--- config.mk ---
export PLATFORM = sky130hd
export DESIGN_NAME = vic_bus_arbiter
export DESIGN_NICKNAME = d
export VERILOG_FILES = /design/src/rtl/vic_bus_arbiter.sv
export SDC_FILE = /design/constraint.sdc
export NUM_CORES = 1
export LEC_CHECK = 0
export ABC_CLOCK_PERIOD_IN_PS = 2050
export BUFFER_PORTS_ARGS = -buffer_cell sky130_fd_sc_hd__buf_2
export CORE_UTILIZATION = 30
export DETAILED_ROUTE_END_ITERATION = 7
export PLACE_DENSITY = 0.57
export RECOVER_POWER = 50
export SYNTH_ARGS = -nofsm -noshare
export SYNTH_HDL_FRONTEND = slang
export SYNTH_SLANG_ARGS = --single-unit
--- constraint.sdc ---
create_clock -name clkSys -period 2.05 [get_ports clkSys]
set_clock_uncertainty 0.1 [all_clocks]
set_input_delay 0.1025 -clock clkSys [delete_from_list [all_inputs] [get_ports clkSys]]
set_output_delay 0.1025 -clock clkSys [all_outputs]
set_load 0.02 [all_outputs]
--- src/rtl/vic_bus_arbiter.sv ---
// vic_bus_arbiter: bus-cycle scheduler for the VIC-II system bus.
//
// Divides clkSys into a two-phase system cycle. The VIC owns the phi-low half
// (cnt 1..HALF_CYCLE) and the CPU owns the phi-high half
// (cnt HALF_CYCLE+1..2*HALF_CYCLE). DMA requests steal whole cycles through
// the BA/AEC handshake. BA drops three cycles before the first stolen cycle so
// the CPU can finish its pending writes.
//
// Optional feature macro: VIC_ARB_STEAL_COUNT_EN adds o_steal_count, a
// saturating per-line count of stolen cycles.
//
// Ports:
//   clkSys         in   system clock (only clock)
//   reset          in   asynchronous active-high reset
//   i_dma_req      in   VIC DMA request level, sampled at VIC-half start only
//   o_phi0         out  CPU clock: 0 in the VIC half, 1 in the CPU half
//   o_phase_start  out  one-tick pulse on the first tick of each half
//   o_line_start   out  one-tick pulse on the first tick of cycle 0
//   o_cycle        out  cycle index within the raster line
//   o_ba           out  bus available (drives CPU RDY)
//   o_aec          out  address enable: 1 while the CPU drives the bus
//   o_stolen       out  1 for the whole of a stolen cycle
//   o_steal_count  out  stolen cycles this line (VIC_ARB_STEAL_COUNT_EN only)

module vic_bus_arbiter #(
  parameter int HALF_CYCLE      = 25,
  parameter int CYCLES_PER_LINE = 63
) (
  input  logic       clkSys,
  input  logic       reset,
  input  logic       i_dma_req,
  output logic       o_phi0,
  output logic       o_phase_start,
  output logic       o_line_start,
  output logic [5:0] o_cycle,
  output logic       o_ba,
  output logic       o_aec,
  output logic       o_stolen
`ifdef VIC_ARB_STEAL_COUNT_EN
  ,
  output logic [15:0] o_steal_count
`endif
);

  localparam logic [5:0] HALF       = 6'(HALF_CYCLE);
  localparam logic [5:0] FULL       = 6'(2 * HALF_CYCLE);
  localparam logic [5:0] LAST_CYCLE = 6'(CYCLES_PER_LINE - 1);

  typedef enum logic [2:0] {
    IDLE  = 3'd0,
    WARN1 = 3'd1,
    WARN2 = 3'd2,
    WARN3 = 3'd3,
    STEAL = 3'd4
  } state_t;

  state_t     state_reg, state_next;
  logic [5:0] cnt_reg, cnt_next;
  logic [5:0] cycle_next;
  logic       vic_start_next;
  logic       phi0_next, phase_start_next, line_start_next;
  logic       ba_next, aec_next, stolen_next;

  // State register: every output is registered from its next-state value so
  // all of them change on the same edge as cnt.
  always_ff @(posedge clkSys or posedge reset) begin
    if (reset) begin
      state_reg     <= IDLE;
      cnt_reg       <= 6'd0;
      o_cycle       <= LAST_CYCLE;  // first edge after reset lands on cycle 0
      o_phi0        <= 1'b0;
      o_phase_start <= 1'b0;
      o_line_start  <= 1'b0;
      o_ba          <= 1'b1;
      o_aec         <= 1'b0;
      o_stolen      <= 1'b0;
    end else begin
      state_reg     <= state_next;
      cnt_reg       <= cnt_next;
      o_cycle       <= cycle_next;
      o_phi0        <= phi0_next;
      o_phase_start <= phase_start_next;
      o_line_start  <= line_start_next;
      o_ba          <= ba_next;
      o_aec         <= aec_next;
      o_stolen      <= stolen_next;
    end
  end

  // Next-state: tick counter, cycle counter and the steal FSM. The FSM only
  // moves at VIC-half start, which makes req glitches in between invisible.
  always_comb begin
    cnt_next       = (cnt_reg == FULL) ? 6'd1 : cnt_reg + 6'd1;
    vic_start_next = (cnt_next == 6'd1);
    cycle_next     = o_cycle;
    state_next     = state_reg;
    if (vic_start_next) begin
      cycle_next = (o_cycle == LAST_CYCLE) ? 6'd0 : o_cycle + 6'd1;
      case (state_reg)
        IDLE:    state_next = i_dma_req ? WARN1 : IDLE;
        WARN1:   state_next = i_dma_req ? WARN2 : IDLE;
        WARN2:   state_next = i_dma_req ? WARN3 : IDLE;
        WARN3:   state_next = i_dma_req ? STEAL : IDLE;
        STEAL:   state_next = i_dma_req ? STEAL : IDLE;
        default: state_next = IDLE;
      endcase
    end
  end

  // Output decode from next-state values.
  always_comb begin
    phi0_next        = (cnt_next > HALF);
    phase_start_next = (cnt_next == 6'd1) || (cnt_next == HALF + 6'd1);
    line_start_next  = vic_start_next && (cycle_next == 6'd0);
    ba_next          = (state_next == IDLE);
    aec_next         = phi0_next && (state_next != STEAL);
    stolen_next      = (state_next == STEAL);
  end

`ifdef VIC_ARB_STEAL_COUNT_EN
  logic [15:0] count_next;
  logic [15:0] count_base;

  // The line-start clear happens first so a steal in cycle 0 counts as 1.
  always_comb begin
    count_next = o_steal_count;
    count_base = line_start_next ? 16'd0 : o_steal_count;
    if (vic_start_next) begin
      count_next = count_base;
      if (stolen_next && (count_base != 16'hFFFF))
        count_next = count_base + 16'd1;
    end
  end

  always_ff @(posedge clkSys or posedge reset) begin
    if (reset) o_steal_count <= 16'd0;
    else       o_steal_count <= count_next;
  end
`endif

endmodule

== After elaboration in Yosys (flattened, before gate mapping) ==
Cells that the tools add are included.
Word-level totals
  register bits: 21
  bits in latches: 0
  RAM bits: 0
  ROM bits: 0
  bits of input ports: 3
  output and inout bits: 12
  logic and storage cells: 38
  memories kept: 0
Cells by class
  add/subtract/negate cells: 2
  $mul: 0
  divide/modulo/power cells: 0
  $lt $le $gt $ge: 1
  eq/ne operators: 10
  shift operators: 0
  mux-type cells: 9
  bitwise gates (word level): 0
  reduce and logical (&&, ||, !) cells: 7
Operators by type and width (number)
  $mux 6: 3
  $add 6x1->6 const B: 2
  $eq 6x6->1 const B: 2
  $pmux 3 s4: 1
  $eq 3x2->1 const B: 2
  $eq 3x3->1 const B: 2
  $eq 6x1->1 const B: 1
  $eq 6x5->1 const B: 1
  $gt 6x5->1 const B: 1
  $logic_not 3->1: 2
  $logic_not 6->1: 1
  $mux 3: 2
  $mux 2: 2
  $eq 3x1->1 const B: 1
  $ne 3x3->1 const B: 1
  $logic_and 1x1->1: 2
  $reduce_or 2->1: 1
  $logic_or 1x1->1: 1
  $mux 1: 1

== Depth between registers and ports, before layout ==
Gate-level depths: netlist (run 1).
  depth after elaboration: 6
  gate-level depth with buffers: 7
  gate-level depth less buffers: 7

== Worst setup path after synthesis (run 1) ==
OpenSTA, ideal clock, no wires.
  path kind: flip-flop to flip-flop
  from: register cnt_reg[0]
  to: register state_reg[1]
  arrival time: 1.701 ns
  required time: 1.828 ns
  setup slack: 0.128 ns
  cell stages (with the launch flop): 8
  path buffers: 0
  path through: dfrtp_1 -> inv_1 -> ha_1 -> nor2b_1 -> and4_1 -> and3_4 -> o22ai_1 -> a32o_1
Between the ends
  word-level cells in the longest chain between the ends: 4
RTL lines
  from (decl): RTL line 58  | logic [5:0] cnt_reg, cnt_next;
  from (signal assigned): RTL line 79  | cnt_reg <= cnt_next;
  $add 6x1->6 or $eq 6x6->1 (tied branches): RTL line 93  | cnt_next = (cnt_reg == FULL) ? 6'd1 : cnt_reg + 6'd1;
  $mux 6 (*): RTL line 93
  $eq 6x1->1 (*): RTL line 94  | vic_start_next = (cnt_next == 6'd1);
  $mux 3 (*): RTL line 97  | if (vic_start_next) begin
  net state_next[1]: RTL line 57  | state_t state_reg, state_next;
  to (signal assigned): RTL line 78  | state_reg <= state_next;
  to (decl): RTL line 57
The timed path passes the listed nets; every way through them passes the cells marked *.

== Final worst setup path (run 1) ==
  from: register cnt_reg[1]
  to: register o_cycle[3]
Between the ends
  word-level cells in the longest chain between the ends: 4
RTL lines
  $add 6x1->6 or $eq 6x6->1 (tied branches): RTL line 93
  $mux 6 (*): RTL line 93
  $eq 6x1->1 (*): RTL line 94
  $mux 6 (*): RTL line 97
  net cycle_next[3]: RTL line 59  | logic [5:0] cycle_next;
  to (signal assigned): RTL line 80  | o_cycle <= cycle_next;
  to (decl): RTL line 35  | output logic [5:0] o_cycle,
Marked as above.

==> results.ini, run 1 <==
[run_status]
status=finished clean

[placed_design]
count_of_input_and_output_buffers=14
dp.final_hpwl_um=1791
place_congestion=0.8624

[finish]
mostFrequentLayoutCell=sky130_fd_sc_hd__dfrtp_1
final_nets=156
final.fill_count=395
layout_cells_sized_above_1_pct=19.73
mostFrequentLayoutCells=sky130_fd_sc_hd__dfrtp_1 (15), sky130_fd_sc_hd__nand3_1 (13), sky130_fd_sc_hd__nand2_1 (12)
antenna_cells=0
layout-area-overhead-vs-synth_pct=18.19

[timing]
setup_viol=0
max_clock_freq_ghz=0.4942
max_slew_violation_total_from_the_final_report=0
timing_hold_violations_final=0
fin_crit_ns=2.023
max_slew.worst_pin.slew_ns=0.8037
fin_setup_tns_ns=0
layout_worst_path_cycle_share_pct=98.70
relative_slew_margins_pct=46.36

[route]
antenna_left=0
dr_total_vias=1003
route.final.wire_length_um=2572
detail_route.iter0.violations=26
drt_drc_violations_left=0
route.detailed.vias_per_inst=5.144
detailedRoute.firstPassIterationCount=4
wl_per_cell_um=13.19

[synthesis]
syn-cell-area_mm2=0.001204
async_flop_share_pct=100.0
syn-num-nets=131
ys_ff_latch=21
yosysSeqAreaShare_pct=44.28
yosysUniqueCellTypes=43
synth-edff-count=0
synthesis.area_per_instance_um2=9.786
postSynth.topFlopCell=sky130_fd_sc_hd__dfrtp_1
post_synth_inst_count=123
warnings_synthesis=0

[min_path]
hp-class=in -> reg
min_path_cells=3
hp-start=i_dma_req
min_delay_worst_endpoint=o_ba

[pwr]
leakagePower_nw=0.6273
p_total_mw=0.7125
power.density_cell_area_mw_per_mm2=500.8
worst_ir_drop_vdd_mv=0.1950

[critical_path]
critical_path.n_buffers_inverters=0
cp_cell_sequence=ha_1 > nor2b_1 > and4_2 > and3_4 > nor2_8 > o311ai_2
critical_path.endpoint_type=flip-flop
crit-reg2reg-launch=cnt_reg[1]
cpMaxStageDelayCell=sky130_fd_sc_hd__dfrtp_1
cp-start-kind=flip-flop
timing.setup.critical_path_class=reg -> reg
r2r_slack_ns=0.03
reg2regPathDepth=6
worstReg2RegEnd=o_cycle[3]
crit_family=simple AND/OR/NAND/NOR gates
crit_path_max_incr_delay_ns=0.43
cp_data_required_time_ns=2.12
worst_ep_arrival_time_ns=2.09
critical_path_peak_fanout=6

[clock_tree]
clock-sinks=21
cts_buffers=3
cts_buffer_depth=2
clock_tree.root_cell=sky130_fd_sc_hd__clkbuf_8
path_clk_slew_ns=0.08
clock_tree_from_tritoncts=built
clock_latency_at_the_later_pin_of_the_worst_skew_pair_ns=0.26
htreeDepth=1

[grt]
grt_antenna_before_repair=0
grt_pass1_wl_um=4160
maximum_number_of_pins_on_one_net_before_global_route_repair=22
grt_pass1_vias=913
grt_use_total_pct=12.81
grt-ovfl-total=0

[floorplan]
fp.dieW_um=65.34
die_h_um=65.34
io-pin-count=15
initial_utilization_pct=32.15
num_rows=22
core_area_mm2=0.003744
design.die.area_mm2=0.004269

[flow_run]
drv_cap=0

-- how the worst max path moves through the flow --
stage	from	slack [ns]	cells past startpoint	end
after CTS	cnt_reg[0]	0.03	7	o_cycle[3]
after global routing	cnt_reg[1]	-0.04	6	o_cycle[3]
final	cnt_reg[1]	0.03	6	o_cycle[3]
after global placement	cnt_reg[0]	0.12	7	state_reg[1]
after detailed placement	cnt_reg[0]	0.06	7	o_cycle[3]
after floorplan	cnt_reg[0]	0.13	7	state_reg[1]
-- where the power goes --
group          leakage [nW]  switching (mW)  internal (mW)
clock network        0.0228           0.135          0.138
logic                 0.364          0.0141        0.00635
registers             0.241         0.00202          0.416
total                 0.627           0.151          0.561
-- per-layer routing --
metal	vias up	track usage (%)	routed length, um
met5	-	0	0
met4	0	6.522	43
met3	4	2.083	66
met2	19	19.07	1257
met1	485	17.73	1205
li1	495	-	-
-- worst min-delay path: stages --
cell and delay (ns):
sky130_fd_sc_hd__buf_2 0.12, sky130_fd_sc_hd__nand2_1 0.06, sky130_fd_sc_hd__o2bb2ai_1 0.12
-- cell type report --
type | count | area (um^2) | area share, %
Multi-Input combinational cell | 93 | 638.1 | 44.86
Sequential cell | 21 | 533.0 | 37.47
Timing Repair Buffer | 21 | 116.4 | 8.179
Tap cell | 48 | 60.06 | 4.222
Clock buffer | 4 | 45.04 | 3.166
Inverter | 8 | 30.03 | 2.111
-- metrics by stage --
| step | instances | hold WS, ns | utilization, % | area [um^2] | setup WS (ns) |
|---|---|---|---|---|---|
| 2_1_floorplan | 123 | -0.02542 | - | 1204 | 0.1277 |
| 3_5_place_dp | 187 | 0.1990 | 36.13 | 1353 | 0.06025 |
| 5_1_grt | 195 | 0.04377 | 38.00 | 1423 | -0.03755 |
| 4_1_cts | 192 | 0.04163 | 37.60 | 1408 | 0.03083 |
| 3_3_place_gp | 187 | 0.1917 | 36.13 | 1353 | 0.1227 |
| 6_report | 195 | 0.05296 | 38.00 | 1423 | 0.02670 |
-- cells in the mapped netlist, types with 3 or more instances --
cell / instances / area (um^2)
sky130_fd_sc_hd__inv_1: 8 / 30.03
sky130_fd_sc_hd__nor2_1: 9 / 33.78
sky130_fd_sc_hd__o21ai_0: 7 / 35.03
sky130_fd_sc_hd__dfstp_2: 6 / 157.7
sky130_fd_sc_hd__o21ai_1: 3 / 15.01
sky130_fd_sc_hd__nand2_1: 12 / 45.04
sky130_fd_sc_hd__nand3_1: 12 / 60.06
sky130_fd_sc_hd__ha_1: 5 / 62.56
sky130_fd_sc_hd__nand2b_1: 5 / 31.28
sky130_fd_sc_hd__dfrtp_1: 15 / 375.4
sky130_fd_sc_hd__a21oi_1: 4 / 20.02
-- repair_timing --
action,in CTS,in global routing
setup buffers,0,3
hold buffers,1,0
endpoints found under the hold margin,15,0
setup endpoints to repair,0,8
resized for setup,0,2
-- cell families (layout without fill, tap and decap cells) --
logic type	count (synthesis)	after routing	synth area share [%]
fa+ha+maj	5	5	5.198
flops	21	21	44.28
buf+inv	9	33	2.806
simple gates	56	56	27.76
mux	2	2	2.079
compound gates	28	28	16.42
xor+xnor	2	2	1.456
No activity file was read; power rests on OpenSTA's default activity.
==> inputs of run 2 (changes only) <==
--- a/config.mk
+++ b/config.mk
@@ -5,11 +5,12 @@
 export SDC_FILE = /design/constraint.sdc
 export NUM_CORES = 1
 export LEC_CHECK = 0
-export ABC_CLOCK_PERIOD_IN_PS = 2050
+export ABC_AREA = 1
+export ABC_CLOCK_PERIOD_IN_PS = 2300
 export BUFFER_PORTS_ARGS = -buffer_cell sky130_fd_sc_hd__buf_2
 export CORE_UTILIZATION = 30
 export DETAILED_ROUTE_END_ITERATION = 7
-export PLACE_DENSITY = 0.57
+export PLACE_DENSITY = 0.56
 export RECOVER_POWER = 50
 export SYNTH_ARGS = -nofsm -noshare
 export SYNTH_HDL_FRONTEND = slang
==> constraint.sdc (replaced) <==
create_clock -name clkSys -period 2.3 [get_ports clkSys]
set_clock_uncertainty 0.1 [all_clocks]
set_input_delay 0.115 -clock clkSys [delete_from_list [all_inputs] [get_ports clkSys]]
set_output_delay 0.115 -clock clkSys [all_outputs]
set_load 0.02 [all_outputs]
==> results.ini, run 2 <==
[min_path]
hp-class=in -> reg

[floorplan]
io-pin-count=15
fp.dieW_um=68.52
initial_utilization_pct=32.26
die_h_um=68.52
num_rows=23
design.die.area_mm2=0.004695
core_area_mm2=0.004115

[critical_path]
cp_data_required_time_ns=2.36
worst_ep_arrival_time_ns=2.09
critical_path_peak_fanout=13
timing.setup.critical_path_class=reg -> reg
cp-start-kind=flip-flop
r2r_slack_ns=0.27
critical_path.endpoint_type=flip-flop

[flow_run]
drv_cap=0

[timing]
max_slew.worst_pin.slew_ns=0.7723
grt_setup_unrepaired=false
setup_viol=0
fin_setup_tns_ns=0
layout_worst_path_cycle_share_pct=88.31
max_slew_violation_total_from_the_final_report=0
fin_crit_ns=2.031
relative_slew_margins_pct=48.46
timing_hold_violations_final=0
layout_setup_ws_ns=0.2689
max_clock_freq_ghz=0.4924

[clock_tree]
cts-resized-gates=0
cts_buffers=3
htreeDepth=1
clock_latency_at_the_later_pin_of_the_worst_skew_pair_ns=0.26
path_clk_slew_ns=0.08
clock-sinks=21
cts_buffer_depth=2
number_of_buffers_inserted_for_hold_repair_after_clock_tree_synthesis=1
clock_tree.root_cell=sky130_fd_sc_hd__clkbuf_8
clock_tree_from_tritoncts=built
cts_post_setup_buffers_inserted=0

[route]
route.detailed.vias_per_inst=4.346
detail_route.iter0.violations=44
antenna_left=0
route.final.wire_length_um=2372
wl_per_cell_um=10.27
dr_total_vias=1004
drt_drc_violations_left=0
detailedRoute.firstPassIterationCount=4

[finish]
sequential_cell_area_um2=533.0
final_nets=190
multi_input_area_um2=648.1
mostFrequentLayoutCells=sky130_fd_sc_hd__nand2_1 (38), sky130_fd_sc_hd__inv_1 (23), sky130_fd_sc_hd__nand3_1 (15), sky130_fd_sc_hd__nor2_1 (15), sky130_fd_sc_hd__dfrtp_1 (15)
layout_cells_sized_above_1_pct=25.41
antenna_cells=0
mostFrequentLayoutCell=sky130_fd_sc_hd__nand2_1
final.fill_count=436
postLayoutCoreUtil_pct=35.54
layout-area-overhead-vs-synth_pct=10.18

[synthesis]
yosysUniqueCellTypes=25
ys_ff_latch=21
postSynth.topFlopCell=sky130_fd_sc_hd__dfrtp_1
synth_area_leaders=sky130_fd_sc_hd__dfrtp_1 (28%), sky130_fd_sc_hd__dfstp_2 (12%), sky130_fd_sc_hd__nand2_1 (11%)
post-synth-top-count-cell=sky130_fd_sc_hd__nand2_1
syn-cell-area_mm2=0.001328
post-synth-top-area-fraction_pct=28.28
warnings_synthesis=0
synth_top_cell_by_area=sky130_fd_sc_hd__dfrtp_1
synth-edff-count=0
synth_commonest_cells=sky130_fd_sc_hd__nand2_1 (38), sky130_fd_sc_hd__inv_1 (23), sky130_fd_sc_hd__dfrtp_1 (15), sky130_fd_sc_hd__nand3_1 (15), sky130_fd_sc_hd__nor2_1 (14)
async_flop_share_pct=100.0
yosysSeqAreaShare_pct=40.15
post_synth_inst_count=164
synthesis.area_per_instance_um2=8.095
syn-num-nets=172

[run_status]
status=finished clean

[pwr]
worst_ir_drop_vdd_mv=0.2438
leakagePower_nw=0.7067
power.density_cell_area_mw_per_mm2=437.6

[grt]
grt_pass1_vias=889
grt-ovfl-total=0
maximum_number_of_pins_on_one_net_before_global_route_repair=22
grt_antenna_before_repair=0
grt_pass1_wl_um=4015
grt_use_total_pct=11.74

[placed_design]
count_of_input_and_output_buffers=14
place_congestion=0.8001
place_worst_setup_slack_ns=0.2530
dp.final_hpwl_um=1817

## run 2: layer usage
metal  GRT usage, %  share of wire (%)  vias up
li1               -                  -      531
met1          15.68                 50      450
met2          18.38                 45       21
met3          2.961                4.7        2
met4          3.906               0.72        0
met5              0                  0        -
## run 2: cell type report
class | instances | share of cell area [%]
clock buffers | 4 | 3.080
inverters | 28 | 7.186
multi-input cells | 112 | 44.31
flip-flops and latches | 21 | 36.44
well taps | 50 | 4.277
repair buffers | 16 | 4.705
## run 2: path summary, 6_finish.rpt
check	from	end	cells past startpoint
max	cnt_reg[0]	o_aec	12
min	i_dma_req	state_reg[2]	5
max reg2reg	cnt_reg[0]	o_aec	12
min reg2reg	o_cycle[5]	o_cycle[5]	2
max in group asynchronous	reset	cnt_reg[4]	3
min in group asynchronous	reset	o_aec	3
## run 2: report_power, final
group | internal [mW] | total (mW) | switching, mW
combinational | 0.00585 | 0.0216 | 0.0157
clock | 0.124 | 0.243 | 0.120
sequential | 0.374 | 0.375 | 0.00153
## run 2: worst max-delay path, stage by stage (launching register included)
cell and delay [ns]:
sky130_fd_sc_hd__dfrtp_1 0.41, sky130_fd_sc_hd__inv_1 0.06, sky130_fd_sc_hd__ha_1 0.20, sky130_fd_sc_hd__nand2_1 0.10, sky130_fd_sc_hd__nor2_4 0.04, sky130_fd_sc_hd__nand2_4 0.10, sky130_fd_sc_hd__nand3_2 0.25, sky130_fd_sc_hd__nand3_4 0.27
sky130_fd_sc_hd__nand2_1 0.08, sky130_fd_sc_hd__nand2_1 0.12, sky130_fd_sc_hd__nand3_2 0.10, sky130_fd_sc_hd__nand2_1 0.06, sky130_fd_sc_hd__inv_1 0.03
## run 2: cell families after synthesis
| family | synth area share (%) |
|---|---|
| fa+ha+maj | 4.713 |
| simple gates | 40.81 |
| flops | 40.15 |
| xor+xnor | 0.6599 |
| buf+inv | 10.46 |
| compound gates | 3.204 |
## run 2: through the flow
step	total power, mW	hold WS (ns)	instance area, um^2	std cells
2_1_floorplan	0.3964	-0.01292	1328	164
3_3_place_gp	0.4040	0.1992	1434	226
3_5_place_dp	0.4042	0.2120	1434	226
4_1_cts	0.6525	0.1870	1489	231
5_1_grt	0.6670	0.2164	1463	231
6_report	0.6401	0.1861	1463	231
